===== config.mk =====
export PLATFORM = sky130hd
export DESIGN_NAME = sprite_cmd_queue
export DESIGN_NICKNAME = d
export VERILOG_FILES = /design/src/rtl/sprite_cmd_queue.sv
export SDC_FILE = /design/constraint.sdc
export NUM_CORES = 2
export LEC_CHECK = 0
export CAP_MARGIN = 10
export CELL_PAD_IN_SITES_DETAIL_PLACEMENT = 1
export CELL_PAD_IN_SITES_GLOBAL_PLACEMENT = 2
export CORE_MARGIN = 3
export CORE_UTILIZATION = 35
export DETAILED_ROUTE_END_ITERATION = 6
export PLACE_DENSITY = 0.66
export REMOVE_ABC_BUFFERS = 1
export SLEW_MARGIN = 0
export SYNTH_ARGS = -nofsm -noshare
export SYNTH_HDL_FRONTEND = slang
export SYNTH_SLANG_ARGS = --single-unit

===== constraint.sdc =====
create_clock -name clk_pixel -period 9.45 [get_ports clk_pixel]
set_input_delay 1.89 -clock clk_pixel [delete_from_list [all_inputs] [get_ports clk_pixel]]
set_output_delay 1.89 -clock clk_pixel [all_outputs]
set_load 0.01 [all_outputs]

===== src/rtl/sprite_cmd_queue.sv =====
// Elastic queue between the game processor's sprite command stream and the sprite renderer.
// Show-ahead registered head, range-checked pushes, and per-frame fencing on new_frame.
module sprite_cmd_queue #(
  parameter int CANVAS_WIDTH       = 360,
  parameter int CANVAS_HEIGHT      = 720,
  parameter int NUM_FRAMES         = 18,
  parameter int DEPTH              = 64,
  parameter bit FLUSH_ON_NEW_FRAME = 1'b1,
  localparam int XW = $clog2(CANVAS_WIDTH),
  localparam int YW = $clog2(CANVAS_HEIGHT),
  localparam int FW = $clog2(NUM_FRAMES),
  localparam int AW = $clog2(DEPTH)
) (
  input  logic          clk_pixel,
  input  logic          rst_n_in,
  input  logic          new_frame,
  input  logic          wr_valid,
  input  logic [XW-1:0] wr_x,
  input  logic [YW-1:0] wr_y,
  input  logic [FW-1:0] wr_frame,
  output logic          rd_valid,
  input  logic          rd_ready,
  output logic [XW-1:0] rd_x,
  output logic [YW-1:0] rd_y,
  output logic [FW-1:0] rd_frame,
  output logic [AW:0]   count,
  output logic          overflow,
  output logic          bad_cmd,
  output logic [AW:0]   flushed_count
);

  localparam logic [AW:0] FULL_CNT = (AW+1)'(DEPTH);

  typedef struct packed {
    logic [FW-1:0] f;
    logic [YW-1:0] y;
    logic [XW-1:0] x;
  } cmd_t;

  typedef enum logic [1:0] {EMPTY, ACTIVE, FULL} state_t;

  cmd_t          mem [DEPTH];
  cmd_t          wr_cmd, head_q, head_d;
  state_t        state_q, state_d;
  logic [AW-1:0] wr_ptr_q, wr_ptr_d, rd_ptr_q, rd_ptr_d, rd_base;
  logic [AW:0]   cnt_q, cnt_d, cnt_base, flushed_q, flushed_d;
  logic          ovf_q, ovf_d, bad_q, bad_d;
  logic          flush, in_range, pop, push, drop;

  assign wr_cmd = '{f: wr_frame, y: wr_y, x: wr_x};

  always_comb begin
    flush    = new_frame && FLUSH_ON_NEW_FRAME;
    in_range = ({1'b0, wr_x} < (XW+1)'(CANVAS_WIDTH)) &&
               ({1'b0, wr_y} < (YW+1)'(CANVAS_HEIGHT)) &&
               ({1'b0, wr_frame} < (FW+1)'(NUM_FRAMES));
    // A flush empties the queue first, so a same-cycle push always lands as the sole entry.
    pop      = (state_q != EMPTY) && rd_ready && !flush;
    cnt_base = flush ? '0 : cnt_q;
    rd_base  = flush ? wr_ptr_q : rd_ptr_q;
    push     = wr_valid && in_range && ((cnt_base != FULL_CNT) || pop);
    drop     = wr_valid && in_range && !push;
    rd_ptr_d = rd_base + AW'(pop);
    wr_ptr_d = wr_ptr_q + AW'(push);
    cnt_d    = cnt_base + (AW+1)'(push) - (AW+1)'(pop);

    // Head slot collides with the incoming write only when the queue drains to empty.
    head_d = head_q;
    if (cnt_d != '0)
      head_d = (push && (wr_ptr_q == rd_ptr_d)) ? wr_cmd : mem[rd_ptr_d];

    state_d = state_q;
    case (state_q)
      EMPTY:   if (push) state_d = ACTIVE;
      ACTIVE:  if (cnt_d == FULL_CNT) state_d = FULL;
               else if (cnt_d == '0) state_d = EMPTY;
      FULL:    if (pop && !push) state_d = ACTIVE;
      default: state_d = EMPTY;
    endcase
    if (flush) state_d = push ? ACTIVE : EMPTY;

    ovf_d     = (new_frame ? 1'b0 : ovf_q) | drop;
    bad_d     = (new_frame ? 1'b0 : bad_q) | (wr_valid && !in_range);
    flushed_d = new_frame ? (flush ? cnt_q : '0) : flushed_q;
  end

  always_ff @(posedge clk_pixel) begin
    if (push) mem[wr_ptr_q] <= wr_cmd;
  end

  always_ff @(posedge clk_pixel or negedge rst_n_in) begin
    if (!rst_n_in) begin
      state_q   <= EMPTY;
      wr_ptr_q  <= '0;
      rd_ptr_q  <= '0;
      cnt_q     <= '0;
      head_q    <= '0;
      ovf_q     <= 1'b0;
      bad_q     <= 1'b0;
      flushed_q <= '0;
    end else begin
      state_q   <= state_d;
      wr_ptr_q  <= wr_ptr_d;
      rd_ptr_q  <= rd_ptr_d;
      cnt_q     <= cnt_d;
      head_q    <= head_d;
      ovf_q     <= ovf_d;
      bad_q     <= bad_d;
      flushed_q <= flushed_d;
    end
  end

  assign rd_valid      = (state_q != EMPTY);
  assign rd_x          = head_q.x;
  assign rd_y          = head_q.y;
  assign rd_frame      = head_q.f;
  assign count         = cnt_q;
  assign overflow      = ovf_q;
  assign bad_cmd       = bad_q;
  assign flushed_count = flushed_q;

endmodule


# ---- After elaboration in Yosys (flattened, before gate mapping)
# Memories as Yosys holds them, arrays and structs flattened. A register that Yosys moved wholly into a read port is not among the register bits.
# Index checks and enable logic that the tools add are counted.
dict set report classes {
  n_addsub 4
  n_lt_le_gt_ge 3
  eq_ne 7
  muxes 13
  bitwise 2
  reduce_logical 19
}
# operator n
set ops {}
lappend ops {{6-bit by 1-bit adder with 6-bit output} 2}
lappend ops {{10-bit less-than comparator (second input constant)} 1}
lappend ops {{2-bit 2-to-1 mux} 5}
lappend ops {{1-bit logical AND} 9}
lappend ops {{9-bit less-than comparator (second input constant)} 1}
lappend ops {{7-bit by 1-bit adder with 7-bit output} 1}
lappend ops {{7-bit equality test (second input constant)} 1}
lappend ops {{7-bit logical NOT} 1}
lappend ops {{7-bit 2-to-1 mux} 1}
lappend ops {{7-bit inequality test (second input constant)} 1}
lappend ops {{7-bit nonzero test} 1}
lappend ops {{7-bit by 1-bit subtractor with 7-bit output} 1}
lappend ops {{6-bit 2-to-1 mux} 1}
lappend ops {{3-bit inequality test (second input constant)} 2}
lappend ops {{2-bit one-hot mux with 3 select lines} 1}
lappend ops {{5-bit less-than comparator (second input constant)} 1}
lappend ops {{1-bit 2-to-1 mux} 5}
lappend ops {{1-bit logical NOT} 4}
lappend ops {{4-bit inequality test (second input constant)} 1}
lappend ops {{3-bit AND reduction} 1}
lappend ops {{2-bit by 1-bit equality test with 1-bit output (second input constant)} 1}
lappend ops {{2-bit equality test (second input constant)} 1}
lappend ops {{2-bit logical NOT} 1}
lappend ops {{1-bit bitwise OR} 2}
lappend ops {{other kinds (2)} 2}
dict set report totals {
  ff_bits 30
  mem_bits_rw 1536
  in_bits 29
  output_inout_bits 41
  wordCells 56
  n_memories 1
}
# memory words word_bits read_ports rd_ports_with_merged_regs wr line
set memory_table {}
lappend memory_table {mem 64 24 1 1 1 42} ;# cmd_t mem [DEPTH];

# ---- Longest topological paths before layout
dict set report logic_depth {
  ltp_word 12
  depth_mapped 23
}

# ---- Least setup slack after synthesis
# Ideal clock, no wire load.
dict set report synth_timing {
  path_type {in2reg}
  startpoint {in new_frame}
  endpoint {reg rd_frame[1] (netlist name)}
  arrival_ps 5928
  required_time_ps 9325
  slack_ps 3396
  path_stages 23
  path_buffers 8
  path_cell_list {buf_2 buf_6 buf_6 clkbuf_1 clkbuf_1 nand2b_1 ha_1 nand4_1 nand2b_1 o21ai_0 ha_1 inv_1 fa_1 nand2b_1 a21oi_1 o21ai_0 a2111o_1 buf_2 or3_1 buf_6 buf_6 a31oi_1 o21ai_1}
}
dict set report synth_between {
  elab_chain_len 7
  elab_cells_between_ends 11
  cone_classes {3 x add/sub; 1 x eq/ne; 2 x mux; 5 x reduce/logical}
}
# item line
set synth_rtl {}
lappend synth_rtl {{start: declaration} 16} ;# input logic new_frame,
lappend synth_rtl {{7-bit 2-to-1 mux / 1-bit logical NOT (equally long branches)} {59, 58}}
lappend synth_rtl {{7-bit inequality test / 1-bit logical AND (equally long branches)} {61, 58}}
lappend synth_rtl {{1-bit logical OR} 61} ;# push = wr_valid && in_range && ((cnt_base != FULL_CNT) || pop);
lappend synth_rtl {{1-bit logical AND} 61}
lappend synth_rtl {{7-bit by 1-bit adder with 7-bit output} 65} ;# cnt_d = cnt_base + (AW+1)'(push) - (AW+1)'(pop);
lappend synth_rtl {{7-bit by 1-bit subtractor with 7-bit output} 65}
lappend synth_rtl {{7-bit nonzero test} 69} ;# if (cnt_d != '0)
# Several ways; a longest one is shown, not always the timed one.
# A chain may end at the register's enable or synchronous reset.

# ---- Worst setup path in the final report
dict set report layout_timing {
  startpoint {in wr_x[3]}
  endpoint {reg rd_x[7] (netlist name)}
}
dict set report layout_between {
  elab_chain_len 8
}
# item line
set layout_rtl {}
lappend layout_rtl {{start: declaration} 18} ;# input logic [XW-1:0] wr_x,
lappend layout_rtl {{9-bit less-than comparator} 54} ;# in_range = ({1'b0, wr_x} < (XW+1)'(CANVAS_WIDTH)) &&
lappend layout_rtl {{1-bit logical AND} 54}
lappend layout_rtl {{1-bit logical AND} 55} ;# ({1'b0, wr_y} < (YW+1)'(CANVAS_HEIGHT)) &&
lappend layout_rtl {{1-bit logical AND (2 in series)} 61}
lappend layout_rtl {{7-bit by 1-bit adder with 7-bit output} 65}
lappend layout_rtl {{7-bit by 1-bit subtractor with 7-bit output} 65}
lappend layout_rtl {{7-bit nonzero test} 69}
# Every way passes these cells.

==> summary.txt <==
Clocking
  • Total CTS buffers: between 150 and 200
  • H-tree levels: 4
  • Post-CTS Hold Buffers: 0
  • CTS root buf: clkbuf_16
  • CTS resizes: 0
  • CTS sink count: roughly 1600
  • CTS tree: built
  • Clk Latency, worst-skew pair: 0.80 ns
  • Clock tree buffer depth: 3
  • Clk pin slew, worst setup/hold paths: around 0.06 ns
  • Post-CTS setup buffer count: 0

Power
  • Switch share: 30.7%
  • Power per cell area: 290 mW/mm^2
  • Net Sw Power: ~6.3 mW
  • LEAKAGE: about 23 nW
  • Flop pwr share: around 40%
  • VDD IR max: 0.189 mV
  • Comb pwr share: 29.1%
  • Clock power frac: 31.6%
  • Internal: around 14 mW

Floorplan
  • Die Wd: 426 um
  • Initial Util: a little over a third
  • Row cnt: 153
  • Ports: 70
  • Die Area: approximately 0.18 mm^2
  • Die H: approximately 430 um
  • Core Area: 0.175 mm^2

Setup path
  • Crit path top cell by count: o21ai_0
  • Kind of start point of the critical path: input port
  • Critical path data required time: 10.12 ns
  • CP Class: in2reg
  • Max incr delay on CP: 0.83 ns
  • CP Cell Sequence: buf_2 > o211a_1 > o21ai_0 > nand4_1 > nand2b_1 > o21ai_0 > ha_1 > inv_1 > fa_1 > nand2b_1 > a21oi_1 > o21ai_0 > a211oi_4 > buf_4 > or3_1 > nand2b_2 > o21a_1
  • WP data arrival: ~7.6 ns
  • Slowest stage cell, crit path: o21ai_0
  • Kind of end point of the critical path: register
  • Worst-path maximum fanout: 26

Global route
  • Largest net degree at the start of global routing: 87
  • First-pass GRT wire length: 246000 um
  • Antenna violations before repair: 9
  • Grt ovf: 0
  • GRT Total Usage: 19.0%
  • Vias in the first global route: 32104

STA
  • Final WS setup: between 2 and 3 ns
  • Fin crit share: 73.2%
  • Final Slew Violations: 0
  • Count of final hold-check violations: 0
  • Unrepaired setup endpoints after global routing: no
  • Final setup vio count: 0
  • Max_slew headroom: a little over a fifth
  • Max Clk Rate: around 0.14 GHz
  • Worst-Margin Slew: around 1.2 ns
  • Final Skew: around 0.033 ns
  • Min cycle time layout: a little under 7 ns

Drt
  • Final WL: about 170000 um
  • # DRC: 0
  • TritonRoute pass-1 iters: 5
  • WL per Instance: 31.1 um
  • Initial DRC count: around 3500
  • Vias per Instance: approximately 5.5
  • DRT antenna net count: 0
  • Vias after detailed routing: 30489

Synthesis
  • Synth area leaders: edfxtp_1 (75%), mux4_2 (14%), dfrtp_1 (2.2%)
  • FF+latch count, synth: 1590
  • Yosys warning count: 0
  • Seq/Total Area, Yosys: between 70% and 80%
  • Syn avg cell area: 21.6 um^2
  • Synthesized area: 0.0618 mm^2
  • Primary FF master, synth: edfxtp_1
  • Post-synth ARST share: 3.40%
  • Synth area leader: edfxtp_1
  • Synth top area share: between 70% and 80%
  • Number of synthesized flops with an enable pin: ~1500
  • Count of different cell masters after synthesis: 64
  • Syn Inst Count: approximately 2900

Final layout
  • Area Overhead vs Synth: 15.3%
  • Core Util, Final: about two fifths
  • Final Net Count: 3115
  • Share of cells above drive strength 1: 27.9%

Place
  • GP Congestion: ~0.85
  • Post-DP HPWL: about 99000 um
  • PortBufs: just under 70
  • Pre-CTS WS: between 1.5 and 2 ns

Job
  • Max-cap viol count: 0

Run status
  • Outcome: completed

Worst hold path
  • Hold Crit Class: reg2reg
[cell usage in the layout (no fill, tap or decap), types with 10 or more instances in the layout]
master	instances
a22oi_1	13
a31oi_1	25
a32oi_1	81
buf_12	11
buf_2	25
buf_4	117
bufinv_16	15
clkbuf_1	33
clkbuf_16	170
clkdlybuf4s50_1	44
clkinv_1	43
clkinv_2	29
dfrtp_1	54
edfxtp_1	1536
ha_1	10
inv_1	16
mux2_2	33
mux2i_1	86
mux4_2	384
nand2_1	181
nand3_1	15
nand4_1	29
nor2_2	67
nor4b_1	22
o21ai_1	21
[area by class of cell]
cell class	instances	area [um^2]
fillers	16491	103000
flip-flops and latches	1590	47500
multi-input cells	1099	13700
clock buffers	207	4430
well taps	2325	2910
repair buffers	197	1660
clock inverters	105	997
inverters	17	65.1
diodes	4	10.0
[worst paths after layout]
| check | slack (ns) | to | start | depth (start not counted) |
|---|---|---|---|---|
| worst max-delay path | 2.53 | rd_x[7] | wr_x[3] | 17 |
| worst min-delay path | 0.50 | flushed_count[3] | flushed_count[3] | 1 |
| worst max register to register | 4.33 | rd_x[7] | state_q[1] | 15 |
| worst min register to register | 0.50 | flushed_count[3] | flushed_count[3] | 1 |
| max in group asynchronous | 7.64 | rd_ptr_q[2] | rst_n_in | 2 |
| min in group asynchronous | 1.26 | flushed_count[0] | rst_n_in | 2 |
[layer usage]
layer / up-vias / track usage (%) / share of wire [%]
li1: 12462 / - / -
met1: 16595 / 26.6 / 42
met2: 1179 / 30.1 / 47
met3: 253 / 3.41 / 7.4
met4: 0 / 6.89 / 3.6
met5: - / 0 / 0
[worst max-delay path, delay by kind of cell]
family	cells	cell delay [ns]
AND/OR/NAND/NOR	5	2.08
buffers and inverters	3	0.57
adder cells (fa/ha/maj)	2	0.70
AO/OA/AOI/OAI	7	2.31
[cells in the mapped netlist (12+ instances only)]
| cell type | number |
|---|---|
| a32oi_1 | 81 |
| inv_1 | 17 |
| nand3_1 | 15 |
| buf_2 | 68 |
| a31oi_1 | 25 |
| o21ai_1 | 22 |
| mux4_2 | 384 |
| dfrtp_1 | 54 |
| ha_1 | 12 |
| buf_4 | 17 |
| mux2_2 | 33 |
| edfxtp_1 | 1536 |
| nand4_1 | 29 |
| nand2_1 | 181 |
| mux2i_1 | 86 |
| nor4b_1 | 22 |
| clkbuf_1 | 65 |
| a22oi_1 | 13 |
| nor2_1 | 76 |
[state kept, by name, summed over array words and instances, names as in the netlist]
name / cells
flushed_count: 7
rd_frame: 5
wr_ptr_q: 6
state_q: 2
bad_cmd: 1
count: 7
overflow: 1
rd_y: 10
rd_ptr_q: 6
rd_x: 9
mem: 1536
[power by group through the flow]
stage | logic (mW) | clock network [mW] | registers, mW
floorplan | 4.86 | 0 | 8.17
global placement | 5.98 | 0 | 8.26
detailed placement | 6.07 | 0 | 8.27
CTS | 6.10 | 6.65 | 8.12
global route | 6.39 | 6.95 | 8.13
finish | 5.99 | 6.51 | 8.12
[cells by family (layout without fill, tap and decap cells)]
kind of cell | Yosys count | in the layout | synth area share (%)
AOI/OAI and AO/OA | 187 | 187 | 2.29
xor gates and xnor gates | 15 | 15 | 0.225
adders and majority gates | 13 | 13 | 0.275
buffers and inverters | 178 | 526 | 1.40
DFF | 1590 | 1590 | 76.8
muxes | 504 | 504 | 16.0
other | 0 | 4 | 0
and+or+nand+nor | 380 | 380 | 2.96
[stage by stage]
step	hold slack, ns	cell area [um^2]	power (mW)	instances	setup TNS [ns]
3_3_place_gp	0.492	65800	14.2	5228	0
4_1_cts	0.511	71200	20.9	5540	0
5_1_grt	0.511	71200	21.5	5541	0
3_5_place_dp	0.497	65800	14.3	5228	0
6_report	0.504	71200	20.6	5544	0
2_1_floorplan	0.524	61000	13.0	2706	-216.08
(Power assumes the default switching activity.)
